## src/rtl/counter_pkg.sv

```systemverilog
`default_nettype none
// ============================================================================
//  Module      : counter_pkg
//  Description : Shared encodings for the counter command sequencer:
//                command opcodes, completion status codes and FSM states.
//  Revision    : 1.0  initial release
// ============================================================================
package counter_pkg;

    // Command opcodes carried on cmd_op
    localparam logic [1:0] OP_LOAD  = 2'b00;
    localparam logic [1:0] OP_UP    = 2'b01;
    localparam logic [1:0] OP_DOWN  = 2'b10;
    localparam logic [1:0] OP_NOP   = 2'b11;

    // Completion status codes, valid alongside done
    localparam logic [1:0] ST_OK    = 2'b00;
    localparam logic [1:0] ST_SAT   = 2'b01;
    localparam logic [1:0] ST_ABORT = 2'b10;

    // Sequencer states
    typedef enum logic [1:0] {
        S_IDLE = 2'b00,
        S_LOAD = 2'b01,
        S_RUN  = 2'b10,
        S_DONE = 2'b11
    } state_e;

    // True for opcodes that step the counter
    function automatic logic is_step_op(input logic [1:0] op);
        return (op == OP_UP) || (op == OP_DOWN);
    endfunction

endpackage
`default_nettype wire

```

## src/rtl/step_downcounter.sv

```systemverilog
`default_nettype none
// ============================================================================
//  Module      : step_downcounter
//  Description : Remaining-steps register for a counter run. Loaded with the
//                step count when a run starts, decremented once per issued
//                step, and flags when the current step is the final one.
//  Ports       : clk, rst        clock / synchronous active-high reset
//                load_i          load load_val_i (has priority over dec_i)
//                load_val_i      step count to load
//                dec_i           consume one step
//                is_last_o       remaining count equals one
//  Revision    : 1.0  initial release
// ============================================================================
module step_downcounter #(
    parameter int W = 4
) (
    input  logic         clk,
    input  logic         rst,
    input  logic         load_i,
    input  logic [W-1:0] load_val_i,
    input  logic         dec_i,
    output logic         is_last_o
);

    logic [W-1:0] r_rem_q;
    logic [W-1:0] w_rem_d;

    always_comb begin
        w_rem_d = r_rem_q;
        if (load_i) begin
            w_rem_d = load_val_i;
        end else if (dec_i && (r_rem_q != '0)) begin
            // Guarded so a stray decrement can never wrap to all-ones
            w_rem_d = r_rem_q - 1'b1;
        end
    end

    always_ff @(posedge clk) begin
        if (rst) begin
            r_rem_q <= '0;
        end else begin
            r_rem_q <= w_rem_d;
        end
    end

    assign is_last_o = (r_rem_q == W'(1));

endmodule
`default_nettype wire

```

## src/rtl/counter_ctrl.sv

```systemverilog
`default_nettype none
// ============================================================================
//  Module      : counter_ctrl
//  Description : Command sequencer for a loadable up/down counter. Accepts
//                LOAD / UP-n / DOWN-n / NOP over valid/ready, drives the
//                counter load/enable/direction strobes for the required
//                number of cycles, and reports completion with a one-cycle
//                done pulse plus status (OK / SATURATED / ABORTED).
//  Ports       : clk, rst                 clock / sync active-high reset
//                cmd_valid/cmd_ready      command handshake
//                cmd_op, cmd_arg          opcode and load value / step count
//                abort                    terminate current LOAD or RUN
//                ctr_count                counter's registered value
//                ctr_load, ctr_num2load   counter load strobe and value
//                ctr_enable, ctr_upordown counter step strobe and direction
//                busy, done, status       progress and completion report
//  Revision    : 1.0  initial release
// ============================================================================
module counter_ctrl
    import counter_pkg::*;
#(
    parameter int W        = 4,
    parameter bit SATURATE = 1'b1
) (
    input  logic         clk,
    input  logic         rst,
    input  logic         cmd_valid,
    output logic         cmd_ready,
    input  logic [1:0]   cmd_op,
    input  logic [W-1:0] cmd_arg,
    input  logic         abort,
    input  logic [W-1:0] ctr_count,
    output logic         ctr_load,
    output logic [W-1:0] ctr_num2load,
    output logic         ctr_enable,
    output logic         ctr_upordown,
    output logic         busy,
    output logic         done,
    output logic [1:0]   status
);

    localparam logic [1:0] C_IDLE = S_IDLE;
    localparam logic [1:0] C_LOAD = S_LOAD;
    localparam logic [1:0] C_RUN  = S_RUN;
    localparam logic [1:0] C_DONE = S_DONE;

    logic [1:0]   r_state_q,  w_state_d;
    logic [W-1:0] r_arg_q,    w_arg_d;
    logic         r_dir_q,    w_dir_d;
    logic [1:0]   r_status_q, w_status_d;

    logic         w_rem_load;
    logic         w_rem_dec;
    logic         w_rem_last;
    logic         w_sat;
    logic         w_accept;

    step_downcounter #(
        .W (W)
    ) u_steps (
        .clk        (clk),
        .rst        (rst),
        .load_i     (w_rem_load),
        .load_val_i (cmd_arg),
        .dec_i      (w_rem_dec),
        .is_last_o  (w_rem_last)
    );

    assign w_accept = cmd_valid && (r_state_q == C_IDLE);

    // Counter already at the limit in the run direction: issuing the step
    // would wrap, so the run ends here instead.
    assign w_sat = SATURATE &&
                   (r_dir_q ? (ctr_count == {W{1'b1}}) : (ctr_count == '0));

    always_comb begin
        w_state_d  = r_state_q;
        w_arg_d    = r_arg_q;
        w_dir_d    = r_dir_q;
        w_status_d = r_status_q;
        w_rem_load = 1'b0;
        w_rem_dec  = 1'b0;

        case (r_state_q)
            C_IDLE: begin
                if (w_accept) begin
                    w_arg_d    = cmd_arg;
                    w_status_d = ST_OK;
                    if (cmd_op == OP_LOAD) begin
                        w_state_d = C_LOAD;
                    end else if (is_step_op(cmd_op) && (cmd_arg != '0)) begin
                        w_dir_d    = (cmd_op == OP_UP);
                        w_rem_load = 1'b1;
                        w_state_d  = C_RUN;
                    end else begin
                        // NOP and zero-length runs complete immediately
                        w_state_d = C_DONE;
                    end
                end
            end

            C_LOAD: begin
                w_state_d  = C_DONE;
                w_status_d = abort ? ST_ABORT : ST_OK;
            end

            C_RUN: begin
                // Abort outranks saturation; both suppress this cycle's step
                if (abort) begin
                    w_state_d  = C_DONE;
                    w_status_d = ST_ABORT;
                end else if (w_sat) begin
                    w_state_d  = C_DONE;
                    w_status_d = ST_SAT;
                end else begin
                    w_rem_dec = 1'b1;
                    if (w_rem_last) begin
                        w_state_d  = C_DONE;
                        w_status_d = ST_OK;
                    end
                end
            end

            default: begin
                w_state_d = C_IDLE;
            end
        endcase
    end

    always_ff @(posedge clk) begin
        if (rst) begin
            r_state_q  <= C_IDLE;
            r_arg_q    <= '0;
            r_dir_q    <= 1'b0;
            r_status_q <= ST_OK;
        end else begin
            r_state_q  <= w_state_d;
            r_arg_q    <= w_arg_d;
            r_dir_q    <= w_dir_d;
            r_status_q <= w_status_d;
        end
    end

    // Strobes come from registered state; only abort and the saturation
    // test can suppress them within the cycle.
    assign ctr_load     = (r_state_q == C_LOAD) && !abort;
    assign ctr_num2load = ctr_load ? r_arg_q : '0;
    assign ctr_enable   = (r_state_q == C_RUN) && !abort && !w_sat;
    assign ctr_upordown = ctr_enable && r_dir_q;

    assign cmd_ready = (r_state_q == C_IDLE);
    assign busy      = (r_state_q != C_IDLE);
    assign done      = (r_state_q == C_DONE);
    assign status    = done ? r_status_q : ST_OK;

endmodule
`default_nettype wire

```

## config.mk

```make
export PLATFORM = sky130hd
export DESIGN_NAME = counter_ctrl
export DESIGN_NICKNAME = d
export VERILOG_FILES = /design/src/rtl/counter_pkg.sv /design/src/rtl/step_downcounter.sv /design/src/rtl/counter_ctrl.sv
export SDC_FILE = /design/constraint.sdc
export NUM_CORES = 1
export LEC_CHECK = 0
export CAP_MARGIN = 20
export CORE_MARGIN = 2
export CORE_UTILIZATION = 30
export DETAILED_ROUTE_END_ITERATION = 10
export HOLD_SLACK_MARGIN = 0.08
export MAX_ROUTING_LAYER = met4
export PLACE_DENSITY = 0.65
export SLEW_MARGIN = 0
export SYNTH_ARGS = -nofsm -noshare
export SYNTH_HDL_FRONTEND = slang
export SYNTH_SLANG_ARGS = --single-unit
```

## constraint.sdc

```tcl
create_clock -name clk -period 2.6 [get_ports clk]
set_input_delay 0.78 -clock clk [delete_from_list [all_inputs] [get_ports clk]]
set_output_delay 0.78 -clock clk [all_outputs]
set_load 0.02 [all_outputs]
```

After elaboration in Yosys (flattened, before gate mapping)
Cells that the tools add are included.
{"block": "word_totals", "word_cells": 63, "register_bits": 13, "in_bits": 14, "output_inout_bits": 12}
{"block": "classes", "add_sub_neg": 1, "bitwise": 1, "n_mux": 25, "eq_ne": 9, "reduce_logical": 22}
{"operator": "2-bit 2-to-1 mux", "n": 11}
{"operator": "4-bit 2-to-1 mux", "n": 3}
{"operator": "2-bit case mux with 3 select lines", "n": 2}
{"operator": "1-bit 2-to-1 mux", "n": 9}
{"operator": "4-bit nonzero test", "n": 2}
{"operator": "1-bit logical AND", "n": 7}
{"operator": "2-bit equality test, second input constant", "n": 3}
{"operator": "2-bit by 1-bit equality test with 1-bit output, second input constant", "n": 2}
{"operator": "4-bit by 1-bit equality test with 1-bit output, second input constant", "n": 1}
{"operator": "4-bit equality test, second input constant", "n": 1}
{"operator": "2-bit logical NOT", "n": 2}
{"operator": "4-bit logical NOT", "n": 1}
{"operator": "4-bit by 3-bit != test with 1-bit output, second input constant", "n": 1}
{"operator": "2-bit AND reduction", "n": 2}
{"operator": "4-bit AND reduction", "n": 1}
{"operator": "2-bit nonzero test", "n": 2}
{"operator": "4-bit by 1-bit subtractor with 4-bit output, second input constant", "n": 1}
{"operator": "3-bit AND reduction", "n": 1}
{"operator": "3-bit nonzero test", "n": 1}
{"operator": "1-bit logical NOT", "n": 2}
{"operator": "2-bit by 1-bit != test with 1-bit output, second input constant", "n": 1}
{"operator": "1-bit logical OR", "n": 1}
{"operator": "1-bit NOT", "n": 1}

Depth between registers and ports, before layout
{"block": "depth", "ltp_word": 8, "ltp_mapped": 8, "depth_no_buf": 6}

Hierarchy
A second synthesis with hierarchy kept.
{"block": "unflattened", "hier_cells": 107, "hier_area_um2": 909.6}
{"module": "counter_ctrl", "seq_area_each_um2": 180.2, "instances": 1, "cells_each": 74, "area_per_inst_um2": 623.1}
{"module": "step_downcounter", "seq_area_each_um2": 80.1, "instances": 1, "cells_each": 33, "area_per_inst_um2": 286.5}

Worst setup path before layout
Ideal clock, no wire load.
{"block": "synth_timing", "path_type": "in2out", "from": "input port ctr_count[1]", "to": "output port ctr_upordown", "arrival_time_ns": 1.853, "n_path_buf": 0, "path_slack_ns": -0.033, "path_stages": 3, "required_ns": 1.820, "path_cell_list": "or4_4 -> mux2_4 -> and3_2"}
{"block": "synth_between", "elab_chain_len": 5, "word_cells_on_any_way": 6, "cone_classes": "1 x eq/ne; 1 x mux; 4 x reduce/logical"}
{"element": "start, declared", "line_no": "counter_ctrl.sv:32", "rtl": "input logic [W-1:0] ctr_count,"}
{"element": "4-bit equality test / 4-bit logical NOT (equally long branches)", "line_no": "counter_ctrl.sv:74", "rtl": "(r_dir_q ? (ctr_count == {W{1'b1}}) : (ctr_count == '0));"}
{"element": "1-bit 2-to-1 mux *", "line_no": "counter_ctrl.sv:74"}
{"element": "1-bit logical NOT *", "line_no": "counter_ctrl.sv:148", "rtl": "assign ctr_enable = (r_state_q == C_RUN) && !abort && !w_sat;"}
{"element": "1-bit logical AND *", "line_no": "counter_ctrl.sv:148"}
{"element": "1-bit logical AND *", "line_no": "counter_ctrl.sv:149", "rtl": "assign ctr_upordown = ctr_enable && r_dir_q;"}
{"element": "end, declared", "line_no": "counter_ctrl.sv:36", "rtl": "output logic ctr_upordown,"}
Every way passes the cells marked *; elsewhere a longest branch is shown, timed or not.

Final worst setup path
Ends and elaborated chain as after synthesis.

==> run_results.csv <==
group,metric,value,unit
critical_path,worstSetupPathType,"input pin to output pin",
logic_synthesis,syn_inst,110,
hold_path,hp-start,"r_arg_q[3]",
global_route,grt_pass1_vias,880,
floorplanning,die_area,3448,um2
cts,clock_sinks,13,
floorplanning,core,2805,um2
critical_path,startpoint_type,"input pin",
global_route,met3_usage,4.396,%
critical_path,rr_endpoint,"r_state_q[1]",
cts,cts_htree_levels,1,
floorplanning,die_x,58.72,um
power_and_ir_drop,p_clk_share,14.1,%
cells_and_area,multiInputGateArea,600.6,um2
logic_synthesis,synth_top_area_share,28.97,%
drt,drc,1,
global_route,grt_max_degree,16,
power_and_ir_drop,internal_power,532.3,uW
global_route,grt_usage,14.24,%
cells_and_area,syn_to_final_growth,44.15,%
sta,finalSetupViolCount,2,
power_and_ir_drop,power,909.0,uW
sta,hold_viol,0,
sta,max-slew-margin-rel,69.27,%
cells_and_area,drive_above_1_share,22.97,%
drt,vias,922,
critical_path,cp.required,1.82,ns
cells_and_area,insertedDiodeCount,0,
logic_synthesis,yosysWarnings,0,
critical_path,timing.rr.start,"r_dir_q",
cells_and_area,final_cells,179,
cts,cts_hold_buf,0,
cts,cts_tree,"yes",
placement,post-place-ws,-0.8806,ns
placement,numPlacedInstances,174,
hold_path,hp-class,"flop to flop",
logic_synthesis,yosysSeqAreaShare,28.97,%
hold_path,whs_path_depth,2,
critical_path,cp.arrival,1.93,ns
cts,clock_path_buffers,2,
cts,clkLatencyLatePin,0.28,ns
critical_path,worst_r2r_path_depth,6,
logic_synthesis,synth.distinct_cells,33,
sta,worst_slack,-0.1123,ns
placement,numPortBuffers,25,
floorplanning,pin_count,26,
drt,drt_first_pass_iters,7,
power_and_ir_drop,vdd_ir_drop_max,0.0005098,V
drt,viasPerCell,5.151,
sta,grt_setup_unrepaired,"true",
cts,cts-root-buf,"clkbuf_4",
logic_synthesis,synth_area,898.4,um2
logic_synthesis,yosys.area.top_type,"dfxtp_1",
cells_and_area,final_net_count,171,
logic_synthesis,syn_nets,132,
global_route,grt.overflow.total,0,
power_and_ir_drop,p_sw,376.7,uW
sta,tightest_slew,0.4546,ns
global_route,global_route.usage.met2,23.33,%
global_route,antenna_found_initial,0,
cts,cts_buffers,3,
cells_and_area,regArea,260.3,um2
job,drv.max_cap_violation_count,0,
power_and_ir_drop,seq_power_share,30.3,%
drt,drt_iter0_drc,25,
power_and_ir_drop,pwr-share-comb,55.6,%
floorplanning,die_y,58.72,um
placement,place_hpwl,1.745,mm
sta,slew_viol_final,0,
cts,clk_pin_slew,0.08,ns
global_route,busiest_layer,"met2",
sta,fin_crit,2.712,ns
logic_synthesis,synthTopCellsByArea,"dfxtp_1 29%, ha_1 11%, o21ai_0 4.5%",
logic_synthesis,ys_ff_latch,13,
run_status,violations,"DRC, setup timing",
sta,setup-tns-final,-0.1649,ns
hold_path,holdPathEnd,"r_arg_q[3]",
sta,fmax,368.7,MHz
logic_synthesis,post_synth.cell_area_avg,8.167,um2
global_route,gr-usage-met1,17.69,%
floorplanning,start_util,32.02,%
cells_and_area,nFillCells,282,
sta,clock_skew,0.005307,ns
power_and_ir_drop,power_density,701.9,nW/um2
power_and_ir_drop,swShare,41.44,%
drt,wl_per_cell,12.15,um
global_route,grt_pass1_wl,3.684,mm
critical_path,rrSetupSlack,0.74,ns
sta,min_period_over_period,104.3,%
drt,drtAntennaViolNets,0,
placement,placed_area,1261,um2
placement,gp_congestion,0.8840,
power_and_ir_drop,p_leak,0.5294,nW
run_status,status,"finished with violations",
drt,drt-total-wl,2.174,mm
floorplanning,row_count,19,
critical_path,endpoint_kind,"output pin",
critical_path,critPathMaxFanout,2,
cells_and_area,fin_area,1295,um2
[synth_stat cells, drive strengths merged]
master	instances
nand2	7
nor2b	4
and2	6
or2	1
nor4	1
inv	9
or4	3
and3	1
a211oi	1
nor3	1
o31ai	1
nor4b	1
nand4b	1
nor3b	1
dfxtp	13
a31o	1
o21ai	8
buf	1
nor2	8
ha	8
a21oi	7
o211ai	1
o31a	1
nand2b	6
nand3	7
clkbuf	2
mux2i	4
nand4	1
mux2	1
a311oi	3
[repair_timing]
action,4_1_cts,5_1_grt
endpoints found under the hold margin,0,0
pin swaps,2,1
setup buffers,1,0
gates resized for setup,36,4
endpoints found under the setup margin,8,5
cloned,0,0
[flip-flops by register name, summed over array words and instances, names as in the netlist]
signal,flops
r_state_q,2
r_arg_q,4
r_dir_q,1
u_steps.r_rem_q,4
r_status_q,2
[critical path: stages]
cell	delay (ns)
buf_6	0.09
or4_4	0.50
mux2_4	0.29
and3_4	0.15
buf_6	0.12
[power by group through the flow]
stage	clock, mW	combinational, mW	sequential [mW]
3_5_place_dp	0	0.513	0.280
3_3_place_gp	0	0.504	0.277
6_report	0.128	0.505	0.276
5_1_grt	0.145	0.559	0.283
4_1_cts	0.135	0.500	0.275
2_1_floorplan	0	0.336	0.271
[logic make-up after synthesis]
kind of cell | count (synthesis) | share of synthesized area, %
and+or+nand+nor | 49 | 30.50
AOI/OAI and AO/OA | 23 | 16.71
DFF | 13 | 28.97
buffers and inverters | 12 | 5.153
adders and majority gates | 8 | 11.14
muxes | 5 | 7.520
[worst max path at each step]
stage                    to    startpoint  slack, ns  depth (start not counted)
2_1_floorplan  ctr_upordown  ctr_count[1]       0.01                          3
3_3_place_gp   ctr_upordown  ctr_count[1]      -0.86                          5
3_5_place_dp   ctr_upordown  ctr_count[1]      -0.88                          5
4_1_cts        ctr_upordown  ctr_count[3]      -0.11                          5
5_1_grt        ctr_upordown  ctr_count[1]      -0.13                          5
6_report       ctr_upordown  ctr_count[1]      -0.11                          5
[layout make-up]
cell class | count | area share, %
sequential | 13 | 20.10
multi-input combinational | 85 | 46.38
tap | 31 | 2.995
clock buffer | 4 | 2.029
inverter | 9 | 2.609
timing repair buffer | 37 | 25.89
[through the flow]
stage	utilization [%]	hold slack, ns
after floorplan	-	0.4317
after global placement	44.96	0.4405
after detailed placement	44.96	0.4424
after CTS	45.94	0.4537
after global routing	46.16	0.4708
final	46.16	0.4547
[layout by cell type, fill, tap and decap left out, types with 2 or more instances in the layout]
cell type,synthesis,routed
buf_6,0,3
dfxtp_1,13,13
clkbuf_4,0,3
dlygate4sd2_1,0,3
nor2b_1,4,4
buf_2,1,2
or4_1,2,2
nor2_1,8,8
a21oi_1,6,6
clkdlybuf4s50_1,0,13
nand2b_1,6,6
ha_1,8,6
inv_1,9,9
nand3_1,7,7
ha_2,0,2
a311oi_1,3,3
o21ai_0,8,8
clkdlybuf4s15_2,0,4
mux2i_1,3,3
buf_4,0,12
and2_1,6,6
nand2_1,7,7
[routing by layer]
metal / vias to the layer above / wire, um
met5: - / 0
met4: 0 / 4
met3: 2 / 169
met2: 30 / 1056
met1: 428 / 943
li1: 462 / -
Power figures use the tool's default switching activity.
